===== src/rtl/seq_gen_pkg.sv =====
// Shared types and default sizing for the serial pattern generator.
package seq_gen_pkg;

    localparam int MAX_LEN = 8;
    localparam int CW      = 4;

    typedef enum logic [1:0] {
        IDLE,
        SHIFT,
        GAP,
        FINISH
    } state_t;

endpackage


===== src/rtl/seq_gen.sv =====
// Serial pattern generator: emits Pattern[Len-1:0] MSB first, Reps times,
// with Gap idle cycles between repetitions, then pulses Done.
module seq_gen
    import seq_gen_pkg::*;
#(
    parameter int MAX_LEN = seq_gen_pkg::MAX_LEN,
    parameter int CW      = seq_gen_pkg::CW
) (
    input  logic               Clk,
    input  logic               Rst,
    input  logic               Start,
    input  logic [MAX_LEN-1:0] Pattern,
    input  logic [CW-1:0]      Len,
    input  logic [CW-1:0]      Reps,
    input  logic [CW-1:0]      Gap,
    output logic               B,
    output logic               Valid,
    output logic               Busy,
    output logic               Done
);

    localparam int LW = $clog2(MAX_LEN + 1);

    state_t             state_q, state_d;
    logic [MAX_LEN-1:0] pat_q, pat_d;
    logic [MAX_LEN-1:0] sr_q, sr_d;
    logic [LW-1:0]      len_q, len_d;
    logic [LW-1:0]      bit_q, bit_d;
    logic [CW-1:0]      reps_q, reps_d;
    logic [CW-1:0]      gap_q, gap_d;
    logic [CW-1:0]      gcnt_q, gcnt_d;
    logic               b_q, b_d;
    logic               valid_q, valid_d;
    logic               busy_q, busy_d;
    logic               done_q, done_d;

    logic [LW-1:0]      eff_len;
    logic [MAX_LEN-1:0] aligned_in;

    // The pattern is stored left-aligned so the current bit is always the MSB.
    always_comb begin
        if (int'(Len) > MAX_LEN) begin
            eff_len = LW'(MAX_LEN);
        end else begin
            eff_len = LW'(Len);
        end
        aligned_in = Pattern << (LW'(MAX_LEN) - eff_len);
    end

    always_comb begin
        state_d = state_q;
        pat_d   = pat_q;
        sr_d    = sr_q;
        len_d   = len_q;
        bit_d   = bit_q;
        reps_d  = reps_q;
        gap_d   = gap_q;
        gcnt_d  = gcnt_q;
        b_d     = 1'b0;
        valid_d = 1'b0;
        busy_d  = 1'b0;
        done_d  = 1'b0;

        case (state_q)
            IDLE: begin
                if (Start) begin
                    pat_d  = aligned_in;
                    len_d  = eff_len;
                    reps_d = (Reps == '0) ? CW'(1) : Reps;
                    gap_d  = Gap;
                    gcnt_d = '0;
                    if (eff_len == '0) begin
                        state_d = FINISH;
                        done_d  = 1'b1;
                    end else begin
                        state_d = SHIFT;
                        b_d     = aligned_in[MAX_LEN-1];
                        sr_d    = aligned_in << 1;
                        bit_d   = eff_len;
                        valid_d = 1'b1;
                        busy_d  = 1'b1;
                    end
                end
            end

            // bit_q holds how many bits of this repetition remain, including the one on B.
            SHIFT: begin
                if (bit_q > LW'(1)) begin
                    bit_d   = bit_q - LW'(1);
                    b_d     = sr_q[MAX_LEN-1];
                    sr_d    = sr_q << 1;
                    valid_d = 1'b1;
                    busy_d  = 1'b1;
                end else if (reps_q > CW'(1)) begin
                    reps_d = reps_q - CW'(1);
                    busy_d = 1'b1;
                    if (gap_q != '0) begin
                        state_d = GAP;
                        gcnt_d  = gap_q;
                    end else begin
                        b_d     = pat_q[MAX_LEN-1];
                        sr_d    = pat_q << 1;
                        bit_d   = len_q;
                        valid_d = 1'b1;
                    end
                end else begin
                    state_d = FINISH;
                    bit_d   = '0;
                    done_d  = 1'b1;
                end
            end

            GAP: begin
                busy_d = 1'b1;
                if (gcnt_q > CW'(1)) begin
                    gcnt_d = gcnt_q - CW'(1);
                end else begin
                    gcnt_d  = '0;
                    state_d = SHIFT;
                    b_d     = pat_q[MAX_LEN-1];
                    sr_d    = pat_q << 1;
                    bit_d   = len_q;
                    valid_d = 1'b1;
                end
            end

            FINISH: begin
                state_d = IDLE;
            end

            default: begin
                state_d = IDLE;
            end
        endcase
    end

    always_ff @(posedge Clk or negedge Rst) begin
        if (!Rst) begin
            state_q <= IDLE;
            pat_q   <= '0;
            sr_q    <= '0;
            len_q   <= '0;
            bit_q   <= '0;
            reps_q  <= '0;
            gap_q   <= '0;
            gcnt_q  <= '0;
            b_q     <= 1'b0;
            valid_q <= 1'b0;
            busy_q  <= 1'b0;
            done_q  <= 1'b0;
        end else begin
            state_q <= state_d;
            pat_q   <= pat_d;
            sr_q    <= sr_d;
            len_q   <= len_d;
            bit_q   <= bit_d;
            reps_q  <= reps_d;
            gap_q   <= gap_d;
            gcnt_q  <= gcnt_d;
            b_q     <= b_d;
            valid_q <= valid_d;
            busy_q  <= busy_d;
            done_q  <= done_d;
        end
    end

    assign B     = b_q;
    assign Valid = valid_q;
    assign Busy  = busy_q;
    assign Done  = done_q;

endmodule


===== config.mk =====
export PLATFORM = sky130hd
export DESIGN_NAME = seq_gen
export DESIGN_NICKNAME = d
export VERILOG_FILES = /design/src/rtl/seq_gen_pkg.sv /design/src/rtl/seq_gen.sv
export SDC_FILE = /design/constraint.sdc
export NUM_CORES = 1
export LEC_CHECK = 0
export ABC_AREA = 0
export BUFFER_PORTS_ARGS = -buffer_cell sky130_fd_sc_hd__buf_2
export CAP_MARGIN = 10
export CORE_ASPECT_RATIO = 2
export CORE_MARGIN = 4
export CORE_UTILIZATION = 30
export DETAILED_ROUTE_END_ITERATION = 7
export PLACE_DENSITY = 0.58
export RECOVER_POWER = 25
export REMOVE_ABC_BUFFERS = 1
export SLEW_MARGIN = 10
export SYNTH_ARGS = -nofsm -noshare
export SYNTH_HDL_FRONTEND = slang
export SYNTH_SLANG_ARGS = --single-unit

===== constraint.sdc =====
create_clock -name Clk -period 2.59 [get_ports Clk]
set_input_delay 0.259 -clock Clk [delete_from_list [all_inputs] [get_ports Clk]]
set_output_delay 0.259 -clock Clk [all_outputs]
set_load 0.005 [all_outputs]

## Word-level counts from Yosys, hierarchy flattened

Cells that the tools add are included.

| storage, ports and cells | value |
|---|---|
| flip-flop bits (word level) | 42 |
| input bits | 23 |

| cells by class | value |
|---|---|
| add/sub/neg operators | 4 |
| mux-type cells | 55 |
| equality and inequality tests | 13 |
| magnitude comparators | 4 |
| reductions and logical operators | 12 |
| shift operators | 1 |

Operators by type and width:

| kind | count |
|---|---|
| $mux 4 | 16 |
| $mux 8 | 6 |
| $pmux 4 s3 | 2 |
| $pmux 8 s3 | 1 |
| $mux 1 | 18 |
| $gt 4x1->1 const B | 3 |
| $mux 2 | 6 |
| $ne 2x2->1 const B | 6 |
| $sub 4x1->4 const B | 3 |
| $reduce_and 5->1 | 2 |
| $ne 3x3->1 const B | 3 |
| $pmux 1 s3 | 3 |
| $logic_not 4->1 | 2 |
| $pmux 2 s4 | 1 |
| $pmux 4 s2 | 1 |
| $reduce_and 4->1 | 2 |
| $shl 8x4->8 | 1 |
| $reduce_and 6->1 | 1 |
| $eq 2x2->1 const B | 2 |
| $gt 4x4->1 const B | 1 |
| $ne 4x4->1 const B | 1 |
| $reduce_bool 4->1 | 1 |
| $sub 4x4->4 const A | 1 |
| $reduce_bool 3->1 | 1 |
| 5 further kinds | 5 |

## Depth between registers and ports, before layout

Gate-level depths: netlist of the first run.

| logic depth | value |
|---|---|
| word-level depth | 7 |
| mapped depth | 10 |
| mapped depth without buffers | 7 |

## Worst setup path before layout of the first run

Ideal clock, no wire load.

| timing | value |
|---|---|
| path kind | input to register |
| from | input Len[0] |
| to | register b_q, in the netlist B |
| arrival time | 1.790 ns |
| path slack | 0.671 ns |
| required time | 2.461 ns |
| cell stages on the path | 9 |
| setup time | 0.129 ns |
| buffers on the path | 2 |
| cells stage by stage | nor2b_2 > buf_6 > inv_6 > ha_1 > clkbuf_1 > mux4_2 > o211a_1 > o21ai_1 > a31oi_1 |

| between the ends | value |
|---|---|
| cells in the longest elaborated chain, start to end | 7 |

RTL lines:

| element | line | RTL |
|---|---|---|
| from (decl) | seq_gen.sv:13 | `input logic [CW-1:0] Len,` |
| $gt 4x4->1 | seq_gen.sv:42 | `if (int'(Len) > MAX_LEN) begin` |
| $mux 4 * | seq_gen.sv:42 |  |
| $sub 4x4->4 | seq_gen.sv:47 | `aligned_in = Pattern << (LW'(MAX_LEN) - eff_len);` |
| $shl 8x4->8 | seq_gen.sv:47 |  |
| $mux 1 * | seq_gen.sv:72 | `if (eff_len == '0) begin` |
| $mux 1 * | seq_gen.sv:66 | `if (Start) begin` |
| $pmux 1 s3 * | seq_gen.sv:64 | `case (state_q)` |
| net b_d | seq_gen.sv:32 | `logic b_q, b_d;` |
| to (signal assigned) | seq_gen.sv:147 | `b_q <= 1'b0;` |
| to (signal assigned) | seq_gen.sv:160 | `b_q <= b_d;` |
| to (decl) | seq_gen.sv:32 |  |

The timed path passes the listed nets; every way through them passes the cells marked *.
A chain may end at the register's enable or synchronous reset.

## Final worst setup path of the first run

| timing | value |
|---|---|
| from | register gcnt_q[0] |
| to | register sr_q[5] |

| between the ends | value |
|---|---|
| cells in the longest elaborated chain, start to end | 3 |

RTL lines:

| element | line | RTL |
|---|---|---|
| from (decl) | seq_gen.sv:31 | `logic [CW-1:0] gcnt_q, gcnt_d;` |
| from (signal assigned) | seq_gen.sv:159 | `gcnt_q <= gcnt_d;` |
| $gt 4x1->1 | seq_gen.sv:115 | `if (gcnt_q > CW'(1)) begin` |
| $ne 2x2->1 (no line) | - |  |
| $reduce_and 6->1 (no line) | - |  |
| to (signal assigned) | seq_gen.sv:154 | `sr_q <= sr_d;` |
| to (decl) | seq_gen.sv:26 | `logic [MAX_LEN-1:0] sr_q, sr_d;` |

Every way passes these cells.

==> results of run 1 <==
==> flip-flops by register name, summed over array words and instances, names as in the netlist <==
signal   cells
len_q        4
B            1
Done         1
Valid        1
sr_q         7
pat_q        8
reps_q       4
Busy         1
state_q      2
bit_q        4
gcnt_q       4
gap_q        4
==> cell families after synthesis <==
| kind of cell | after synthesis | share of synthesized area [%] |
|---|---|---|
| XOR/XNOR | 2 | 0.641 |
| adder cells (fa/ha/maj) | 11 | 5.03 |
| buffers and inverters | 27 | 4.94 |
| flip-flops | 41 | 37.5 |
| AO/OA/AOI/OAI | 103 | 27.3 |
| multiplexers | 16 | 8.28 |
| AND/OR/NAND/NOR | 93 | 16.3 |
==> worst max-delay path: stages (launching register included) <==
cell and delay (ps):
dfrtp_1 410, inv_1 90, ha_1 200, nor2_1 90, o31ai_4 420, o2111ai_2 500, nor2_1 330, a21oi_1 100
==> final timing paths <==
check,from,endpoint,cells past startpoint
max,gcnt_q[0],sr_q[5],7
max in group asynchronous,Rst,reps_q[0],1
min,Gap[2],gap_q[2],2
min reg2reg,len_q[0],len_q[0],2
min in group asynchronous,Rst,gcnt_q[0],1
max reg2reg,gcnt_q[0],sr_q[5],7
==> routing by layer <==
metal	global-route usage (%)	share of wire, %	up-vias
met4	7.19	3.9	0
met3	1.55	3.8	15
met5	0	0	-
met2	25.3	55	63
met1	14.9	37	1112
li1	-	-	1141
==> metrics by stage <==
step	area, sq um	worst slack (ps)	hold WS [ps]
floorplan	2660	552	-36.6
global placement	2970	351	454
detailed placement	2970	343	466
CTS	3140	336	154
global route	3140	121	202
finish	3140	313	196
==> power breakdown <==
| part | switching, mW | total, mW | internal (mW) |
|---|---|---|---|
| clock network | 0.274 | 0.730 | 0.457 |
| logic | 1.34 | 2.26 | 0.914 |
| registers | 0.231 | 1.18 | 0.944 |
| total | 1.85 | 4.16 | 2.31 |
==> cell usage in the layout (no fill, tap or decap), types with 2 or more instances in the layout <==
master | Yosys | routed
o31ai_1 | 5 | 5
dfrtp_1 | 41 | 41
a311oi_1 | 2 | 2
o31ai_2 | 3 | 3
a22oi_1 | 3 | 3
o2111ai_2 | 2 | 2
mux4_1 | 3 | 3
nor3_1 | 2 | 2
a31oi_1 | 5 | 5
buf_2 | 2 | 25
o21ai_0 | 28 | 28
or2_2 | 4 | 4
nand2b_1 | 5 | 5
xnor2_1 | 2 | 2
inv_1 | 11 | 11
clkbuf_16 | 0 | 5
mux2_2 | 4 | 4
a21o_1 | 2 | 2
nand2_1 | 36 | 36
a22o_1 | 2 | 2
mux2i_1 | 8 | 8
nand4_1 | 2 | 2
nor2b_1 | 4 | 4
o22ai_1 | 2 | 2
ha_1 | 11 | 11
o21a_1 | 4 | 4
buf_4 | 1 | 7
o211ai_1 | 3 | 3
inv_6 | 1 | 2
a221oi_1 | 3 | 3
a21oi_1 | 19 | 19
nand3_1 | 6 | 6
a221o_1 | 3 | 3
nor2_1 | 23 | 23
o21bai_1 | 2 | 2
==> cell type report <==
cell class                 count  share of cell area (%)
inverter                      14                    1.84
clock inverter                 3                    1.40
sequential                    41                    32.7
tap                          102                    4.07
clock buffer                   5                    3.99
timing repair buffer          33                    5.79
multi-input combinational    225                    50.2
==> metrics.md, run 1 <==
| Metric | Value |
|---|---|
| Fin crit share | `87.9%` |
| CTS sink count | `41` |
| Main area contributors after synthesis | `dfrtp_1 (38%), o21ai_0 (5.1%), ha_1 (5.0%)` |
| Final Total Pwr | `4.16 mW` |
| Register area | `about 1000 sq um` |
| Worst R2R Setup Slack | `310 ps` |
| Antenna cell count | `0` |
| RSZ-0062 raised after global routing | `false` |
| Clock skew | `9.09 ps` |
| Final ANT Viol Nets | `0` |
| Synth cell types | `between 60 and 70` |
| Die H | `143 um` |
| Root buffer cell | `clkbuf_16` |
| Seq/Total Area, Yosys | `37.5%` |
| Core Area | `about 9000 sq um` |
| CP Capture Type | `flip-flop` |
| GRT Residual Overflow | `0` |
| Synth top cells by count | `dfrtp_1 (41), nand2_1 (36), o21ai_0 (28)` |
| Global-route wire length before repair | `around 12000 um` |
| Share of cells above drive strength 1 | `roughly a fifth` |
| Vias per cell | `5.51` |
| Syn-to-layout area delta | `14.6%` |
| Routability cong. | `around 0.89` |
| Measured slew at the worst slew-check pin | `2200 ps` |
| Hold Buf Count CTS | `0` |
| Length of the first detailed-routing pass in iterations | `4` |
| Worst min-delay path class | `primary input to flip-flop` |
| Final Util | `35.0%` |
| # nets final | `354` |
| Top FF cell, synth | `dfrtp_1` |
| HPWL Detailed | `5420 um` |
| Multi-input logic area | `1570 sq um` |
| Htree depth | `2` |
| Fill count | `roughly 920` |
| Die ar. | `10800 sq um` |
| Chip width | `75.5 um` |
| PostCTS Resize Cnt | `0` |
| Critical Path RT | `between 2000 and 3000 ps` |
| CP max FO | `12` |
| Number of flops mapped to enable cells by yosys | `0` |
| Syn Std Cell Area | `2740 sq um` |
| Pwr/cell area | `1330 nW/um^2` |
| Final Hold Viols | `0` |
| Most common cell in the netlist | `dfrtp_1` |
| Clock Latency Late Sink | `approximately 290 ps` |
| Residual DRC | `0` |
| GR Util All Layers | `13.9%` |
| Drt wl/cell | `16.5 um` |
| Worst vdd ir | `0.380 mV` |
| Clock-pin slew on the worst setup and hold paths | `60 ps` |
| Rel. slew slack | `-46.5%` |
| Maximum clock rate | `0.439 GHz` |
| CTS tree | `built` |
| Top-area cell type share of the netlist area | `37.5%` |
| Total negative slack | `0 ps` |
| WP data arrival | `2440 ps` |
| Worst Setup Path Type | `flip-flop to flip-flop` |
| DRT iter0 DRCs | `153` |
| Asr flop ratio synth | `100%` |
| Starting Density | `30.6%` |
| Leakage | `1.35 nW` |
| Period minus WS final | `2280 ps` |
| # IOs | `27` |
| Yosys top cell by area | `dfrtp_1` |
| Setup repair bufs after CTS | `0` |
| Total wire length | `a little under 7000 um` |
| Vias in the first global route | `2326` |
| Count of input and output buffers | `26` |
| Syn avg cell area | `9.33 sq um` |
| Num CTS Buffers | `5` |
| Total of max-cap violations | `1` |
| CP startpoint kind | `flip-flop` |
| Placed instance count | `415` |
| Endpoints failing setup | `0` |
| Largest net degree at the start of global routing | `42` |
| Antenna violations before repair | `0` |
| Outcome | `finished, violations left` |
| CTS max path bufs | `2` |
| Yosys Warn Count | `0` |
| Cell count after synthesis | `293` |
| Fin cells | `roughly 420` |
| Failing checks | `max-capacitance violations, max-slew violations` |
| Final Max Tran Viols | `42` |
| Seq cells post-synth | `between 40 and 50` |
| # rows | `approximately 50` |
| DR vias | `roughly 2300` |
No activity file was read; power rests on OpenSTA's default activity.
==> run 2: changes to the inputs <==
Settings changed: CORE_MARGIN 4 to not set.
==> run 2 against run 1 <==
Effect of this change:
- die area down 12%
- design area fell by 1.0%
- clock power down 17%
- clock skew decreased by 3.2 ps
- clock-buffer cell count increased by 1
- the run still ends with max-capacitance violations, max-slew violations left
- sequential share of layout area rose by 0.33 points
- combinational power about the same
- wire length hardly changed
- core utilization down 0.11 points
- worst hold slack better by 1.0 ps
- worst setup slack improved by 20 ps
==> metrics.md, run 2 (synthesis gave the netlist of run 1 again) <==
| Metric | Value |
|---|---|
| Outcome | `finished, violations left` |
| Failing checks | `max-capacitance violations, max-slew violations` |
| Clock skew | `5.91 ps (-3.18 ps)` |
| Leakage | `1.33 nW (-1.3%)` |
| Met1 global-route usage | `16.1% (+1.2 points)` |
| Busiest grt layer | `met2` |
| Chip width | `69.5 um (-7.9%)` |
| Largest net degree at the start of global routing | `42 (unchanged)` |
| Total of max-cap violations | `1 (unchanged)` |
| # IOs | `27 (unchanged)` |
| Critical Path RT | `2750 ps (about the same)` |
| Worst vdd ir | `0.323 mV (-15%)` |
| Slowest CP cell | `o2111ai_2` |
| Setup repair bufs after CTS | `0 (unchanged)` |
| CTS sink count | `41 (unchanged)` |
| Hold Buf Count CTS | `0 (unchanged)` |
| CP delay by family, top | `compound AO/OA/AOI/OAI gates` |
| Period minus WS final | `2260 ps (-20.5 ps)` |
| Worst path cell trace | `inv_1 -> ha_1 -> nor2_1 -> o31ai_4 -> o2111ai_2 -> nor2_1 -> a21oi_1` |
| Antenna violations before repair | `0 (unchanged)` |
| GRT Residual Overflow | `0 (unchanged)` |
| Rel. slew slack | `-47.6% (-1.1 points)` |
| Vias in the first global route | `2393 (+2.9%)` |
| Die H | `137 um (-4.2%)` |
| Count of input and output buffers | `26 (unchanged)` |
| CTS max path bufs | `2 (unchanged)` |
| Measured slew at the worst slew-check pin | `2210 ps (+16.4 ps)` |
| Fin crit share | `87.1% (-0.79 points)` |
| Num CTS Buffers | `5 (unchanged)` |
| Clock-pin slew on the worst setup and hold paths | `60 ps (about the same)` |
| Biggest regs | `pat_q x8, sr_q x7` |
| HPWL Detailed | `5420 um (about the same)` |
| Final ANT Viol Nets | `0 (unchanged)` |
| WP data arrival | `2420 ps (-20 ps)` |
| Routability cong. | `0.850 (-4.0%)` |
| Total negative slack | `0 ps (unchanged)` |
| Multi-input logic area | `1570 sq um (unchanged)` |
| Final Max Tran Viols | `42 (unchanged)` |
| Met2 Track Usage GR | `30.9% (+5.5 points)` |
| Maximum clock rate | `0.443 GHz (+0.91%)` |
| Buf+Inv Stages, Crit Path | `1 (unchanged)` |
| CTS tree | `built` |
| GR Util All Layers | `15.8% (+1.9 points)` |
| Length of the first detailed-routing pass in iterations | `4 (unchanged)` |
| PostCTS Resize Cnt | `0 (unchanged)` |
| Clock Latency Late Sink | `290 ps (about the same)` |
| Worst Setup Slack, final | `334 ps (+20.5 ps)` |
| Core Area | `8890 sq um (-0.68%)` |
| Pre-CTS setup slack | `342 ps (-0.956 ps)` |
| # rows | `49 (unchanged)` |
| Register area | `1030 sq um (unchanged)` |
| Leading cell type in the layout, fill and taps excluded | `dfrtp_1` |
| CP Capture Type | `flip-flop` |
| Root buffer cell | `clkbuf_16` |
| CP max FO | `12 (unchanged)` |
| # nets final | `354 (unchanged)` |
| Worst Setup Path Type | `flip-flop to flip-flop` |
| Antenna cell count | `0 (unchanged)` |
| Drt wl/cell | `16.5 um (+0.25%)` |
| Final Hold Viols | `0 (unchanged)` |
| Syn-to-layout area delta | `13.5%` |
| Htree depth | `2 (unchanged)` |
| RSZ-0062 raised after global routing | `false` |
| DRT iter0 DRCs | `137 (-10%)` |
| Fill count | `899 (-2.1%)` |
| Global-route wire length before repair | `11800 um (+2.2%)` |
| CP startpoint kind | `flip-flop` |
| Pwr/cell area | `1300 nW/um^2 (-1.8%)` |
| Most frequent cells in the layout | `dfrtp_1 (41), nand2_1 (36), o21ai_0 (28)` |
| DR vias | `2316 (-0.64%)` |
| Endpoints failing setup | `0 (unchanged)` |
| Die ar. | `9530 sq um (-12%)` |
| Total wire length | `6960 um (about the same)` |
| Slowest stage delay, CP | `500 ps (about the same)` |
| Residual DRC | `0 (unchanged)` |
| Vias per cell | `5.49 (-0.41%)` |
| Largest reg by FF count | `pat_q` |
| Most used cell, CP | `nor2_1` |
| Worst min-delay path class | `primary input to flip-flop` |
| Share of cells above drive strength 1 | `19.7% (-0.56 points)` |
| Max FFs per register | `8 (unchanged)` |
| Starting Density | `30.8% (+0.21 points)` |
| Met3 Resource Use GR | `2.58% (+1.0 points)` |
## run 2: cell types whose count changed in the layout (fill, tap and decap cells not counted)
cell,delta
bufinv_16,-1
clkinv_2,-1
inv_6,-1
clkbuf_1,+1
clkinv_4,+1
## run 2: routing by layer
metal,share of wire [%],wire [um],vias to the layer above
met4,2.2,153,0
met5,0,0,-
met3,3.4,237,11
li1,-,-,1141
met1,37,2570,1104
met2,57,4000,60
## run 2: where the power goes
group	internal [mW]	switching (mW)	leakage (nW)
registers	0.944	0.249	0.516
logic	0.915	1.33	0.751
clock network	0.354	0.254	0.0669
## run 2: cell type report
class,instances,area share (%)
Clock buffer,6,4.15
Clock inverter,1,0.282
Inverter,14,1.85
Multi-Input combinational cell,225,50.7
Sequential cell,41,33.1
Tap cell,102,4.11
Timing Repair Buffer,33,5.84
## run 2: final timing paths
path / slack [ps] / depth (start not counted) / endpoint / from
worst min register to register: 480 / 2 / len_q[1] / len_q[1]
max in group asynchronous: 700 / 1 / reps_q[0] / Rst
min in group asynchronous: 610 / 1 / gap_q[0] / Rst
worst max-delay path: 330 / 7 / sr_q[6] / gcnt_q[0]
worst max register to register: 330 / 7 / sr_q[6] / gcnt_q[0]
worst min-delay path: 200 / 2 / gap_q[2] / Gap[2]
## run 2: per-stage QoR
| stage | instances | hold slack, ps | power (mW) | instance area [sq um] | util, % |
|---|---|---|---|---|---|
| final | 422 | 197 | 4.05 | 3100 | 34.9 |
| after global routing | 422 | 203 | 4.40 | 3100 | 34.9 |
| after CTS | 422 | 156 | 4.07 | 3110 | 34.9 |
| after detailed placement | 415 | 456 | 3.46 | 2970 | 33.4 |
| after global placement | 415 | 456 | 3.42 | 2970 | 33.4 |
| after floorplan | 280 | -36.6 | 2.79 | 2660 | - |
==> run 3: changes to the inputs <==
Settings changed: SETUP_SLACK_MARGIN set to 0.5.
==> run 3 against run 2 <==
Effect of this change:
- the run now ends clean
- design area rose by 5.3%
- critical path depth unchanged
- cell count increased by 1.9%
- sequential cell count did not move
- clock-buffer cell count did not move
- fmax up 10%
==> metrics.md, run 3 (synthesis gave the netlist of run 1 again) <==
| Metric | Value |
|---|---|
| DR vias | `2403 (+3.8%)` |
| CP Capture Type | `flip-flop` |
| Max FFs per register | `8 (unchanged)` |
| HPWL Detailed | `5420 um (unchanged)` |
| CTS max path bufs | `2 (unchanged)` |
| Share of cells above drive strength 1 | `26.2% (+6.5 points)` |
| Hold Buf Count CTS | `0 (unchanged)` |
| WP data arrival | `2210 ps (-210 ps)` |
| Maximum clock rate | `0.489 GHz (+10%)` |
| Pre-CTS setup slack | `342 ps (unchanged)` |
| DRT iter0 DRCs | `132 (-3.6%)` |
| Residual DRC | `0 (unchanged)` |
| Period minus WS final | `2050 ps (-211 ps)` |
| # nets final | `362 (+2.3%)` |
| Length of the first detailed-routing pass in iterations | `4 (unchanged)` |
| Worst Setup Path Type | `flip-flop to flip-flop` |
| Syn-to-layout area delta | `19.5%` |
| Count of input and output buffers | `26 (unchanged)` |
| GRT Residual Overflow | `0 (unchanged)` |
| Starting Density | `30.8% (unchanged)` |
| Global-route wire length before repair | `11800 um (+0.36%)` |
| Final Total Pwr | `4.34 mW (+7.2%)` |
| Fin crit share | `79.0% (-8.2 points)` |
| CP max FO | `6 (-6)` |
| # rows | `49 (unchanged)` |
| Core Area | `8890 sq um (unchanged)` |
| Die ar. | `9530 sq um (unchanged)` |
| CTS sink count | `41 (unchanged)` |
| Endpoints failing setup | `0 (unchanged)` |
| Clock Latency Late Sink | `290 ps (about the same)` |
| Slowest stage delay, CP | `400 ps (-100 ps)` |
| Pwr/cell area | `1330 nW/um^2 (+1.8%)` |
| Routability cong. | `0.850 (unchanged)` |
| Drt wl/cell | `17.1 um (+3.5%)` |
| Antenna cell count | `0 (unchanged)` |
| Leakage | `1.39 nW (+3.9%)` |
| Worst Setup Slack, final | `545 ps (+211 ps)` |
| RSZ-0062 raised after global routing | `true` |
| Internal | `2.35 mW (+6.4%)` |
| Net switching power | `1.98 mW (+8.1%)` |
| Final Hold Viols | `0 (unchanged)` |
| Rel. slew slack | `38.0% (+86 points)` |
| Placed instance count | `415 (unchanged)` |
| Largest net degree at the start of global routing | `42 (unchanged)` |
| Fin cells | `430 (+1.9%)` |
| Final ANT Viol Nets | `0 (unchanged)` |
| Most frequent cells in the layout | `dfrtp_1 (39), nand2_1 (36), o21ai_0 (27)` |
| Logic pwr share | `58.2% (+2.7 points)` |
| Worst vdd ir | `0.342 mV (+5.8%)` |
| CTS tree | `built` |
| Htree depth | `2 (unchanged)` |
| Outcome | `completed` |
| GR Util All Layers | `15.8% (+0.062 points)` |
| Worst min-delay path class | `primary input to async pin` |
| Total negative slack | `0 ps (unchanged)` |
| Biggest regs | `pat_q x8, sr_q x7` |
| Clock skew | `5.38 ps (-0.533 ps)` |
| Clock power frac | `14.0% (-1.0 points)` |
| Worst path cell trace | `inv_1 -> ha_1 -> or2_1 -> a21oi_2 -> o2111ai_2 -> mux2i_1 -> a21oi_1` |
| # IOs | `27 (unchanged)` |
| Leading cell type in the layout, fill and taps excluded | `dfrtp_1` |
| Switch share | `45.7% (+0.39 points)` |
| Vias in the first global route | `2415 (+0.92%)` |
| Critical Path RT | `2750 ps (about the same)` |
| Antenna violations before repair | `0 (unchanged)` |
| Chip width | `69.5 um (unchanged)` |
| Fraction of power consumed by sequential logic | `27.8% (-1.7 points)` |
| CP delay by family, top | `compound AO/OA/AOI/OAI gates` |
| Buf+Inv Stages, Crit Path | `1 (unchanged)` |
| Slowest CP cell | `dfrtp_1` |
| Measured slew at the worst slew-check pin | `930 ps (-1280 ps)` |
| Total wire length | `7340 um (+5.4%)` |
| Clock-pin slew on the worst setup and hold paths | `60 ps (about the same)` |
| Root buffer cell | `clkbuf_16` |
| Hold Worst Slack | `110 ps (-87.5 ps)` |
| Final Max Tran Viols | `0 (-100%)` |
| Largest reg by FF count | `pat_q` |
| Die H | `137 um (unchanged)` |
| Total of max-cap violations | `0 (-1)` |
| Vias per cell | `5.59 (+1.8%)` |
| CP startpoint kind | `flip-flop` |
| Num CTS Buffers | `5 (unchanged)` |
==> run 3: cell types whose count changed in the layout (fill, tap and decap cells not counted), sizes merged <==
cell	delta
buf	+8
clkbuf	-1
o2111ai	+1
==> run 3: final timing paths <==
check | from | endpoint | slack (ps) | cells after the start
max | reps_q[1] | sr_q[5] | 540 | 7
min | Rst | gap_q[0] | 110 | 1
max in group asynchronous | Rst | reps_q[0] | 1830 | 1
max reg2reg | reps_q[1] | sr_q[5] | 540 | 7
min in group Clk | Gap[2] | gap_q[2] | 200 | 2
min reg2reg | len_q[1] | len_q[1] | 480 | 2
==> run 3: metrics by stage <==
stage          util, %  cell area [sq um]
6_report          36.8               3270
5_1_grt           36.8               3270
4_1_cts           35.4               3150
3_5_place_dp      33.4               2970
3_3_place_gp      33.4               2970
2_1_floorplan        -               2660
==> run 3: repair_timing <==
item / 4_1_cts / 5_1_grt
resized for setup: 5 / 16
endpoints found under the hold margin: 0 / 0
setup buffers: 2 / 5
pin swaps: 2 / 4
endpoints found under the setup margin: 10 / 18
cloned: 0 / 1
==> run 3: power by group through the flow <==
stage / Clock (mW) / Combinational [mW] / Sequential, mW
5_1_grt: 0.643 / 2.80 / 1.25
6_report: 0.607 / 2.52 / 1.21
3_5_place_dp: 0 / 2.26 / 1.20
2_1_floorplan: 0 / 1.66 / 1.13
4_1_cts: 0.621 / 2.32 / 1.19
3_3_place_gp: 0 / 2.23 / 1.19
==> run 3: cell type report <==
class	count	area, sq um
clock buffers	6	129
multi-input cells	226	1680
flip-flops and latches	41	1030
well taps	102	128
fillers	892	5620
repair buffers	40	235
inverters	14	57.6
clock inverters	1	8.76
==> run 3: per-layer routing <==
layer / GRT usage [%] / vias to the layer above / part of all wire (%)
met1: 16.2 / 1184 / 37
met5: 0 / - / 0
li1: - / 1157 / -
met4: 7.26 / 0 / 2.3
met2: 30.9 / 50 / 58
met3: 2.36 / 12 / 2.2
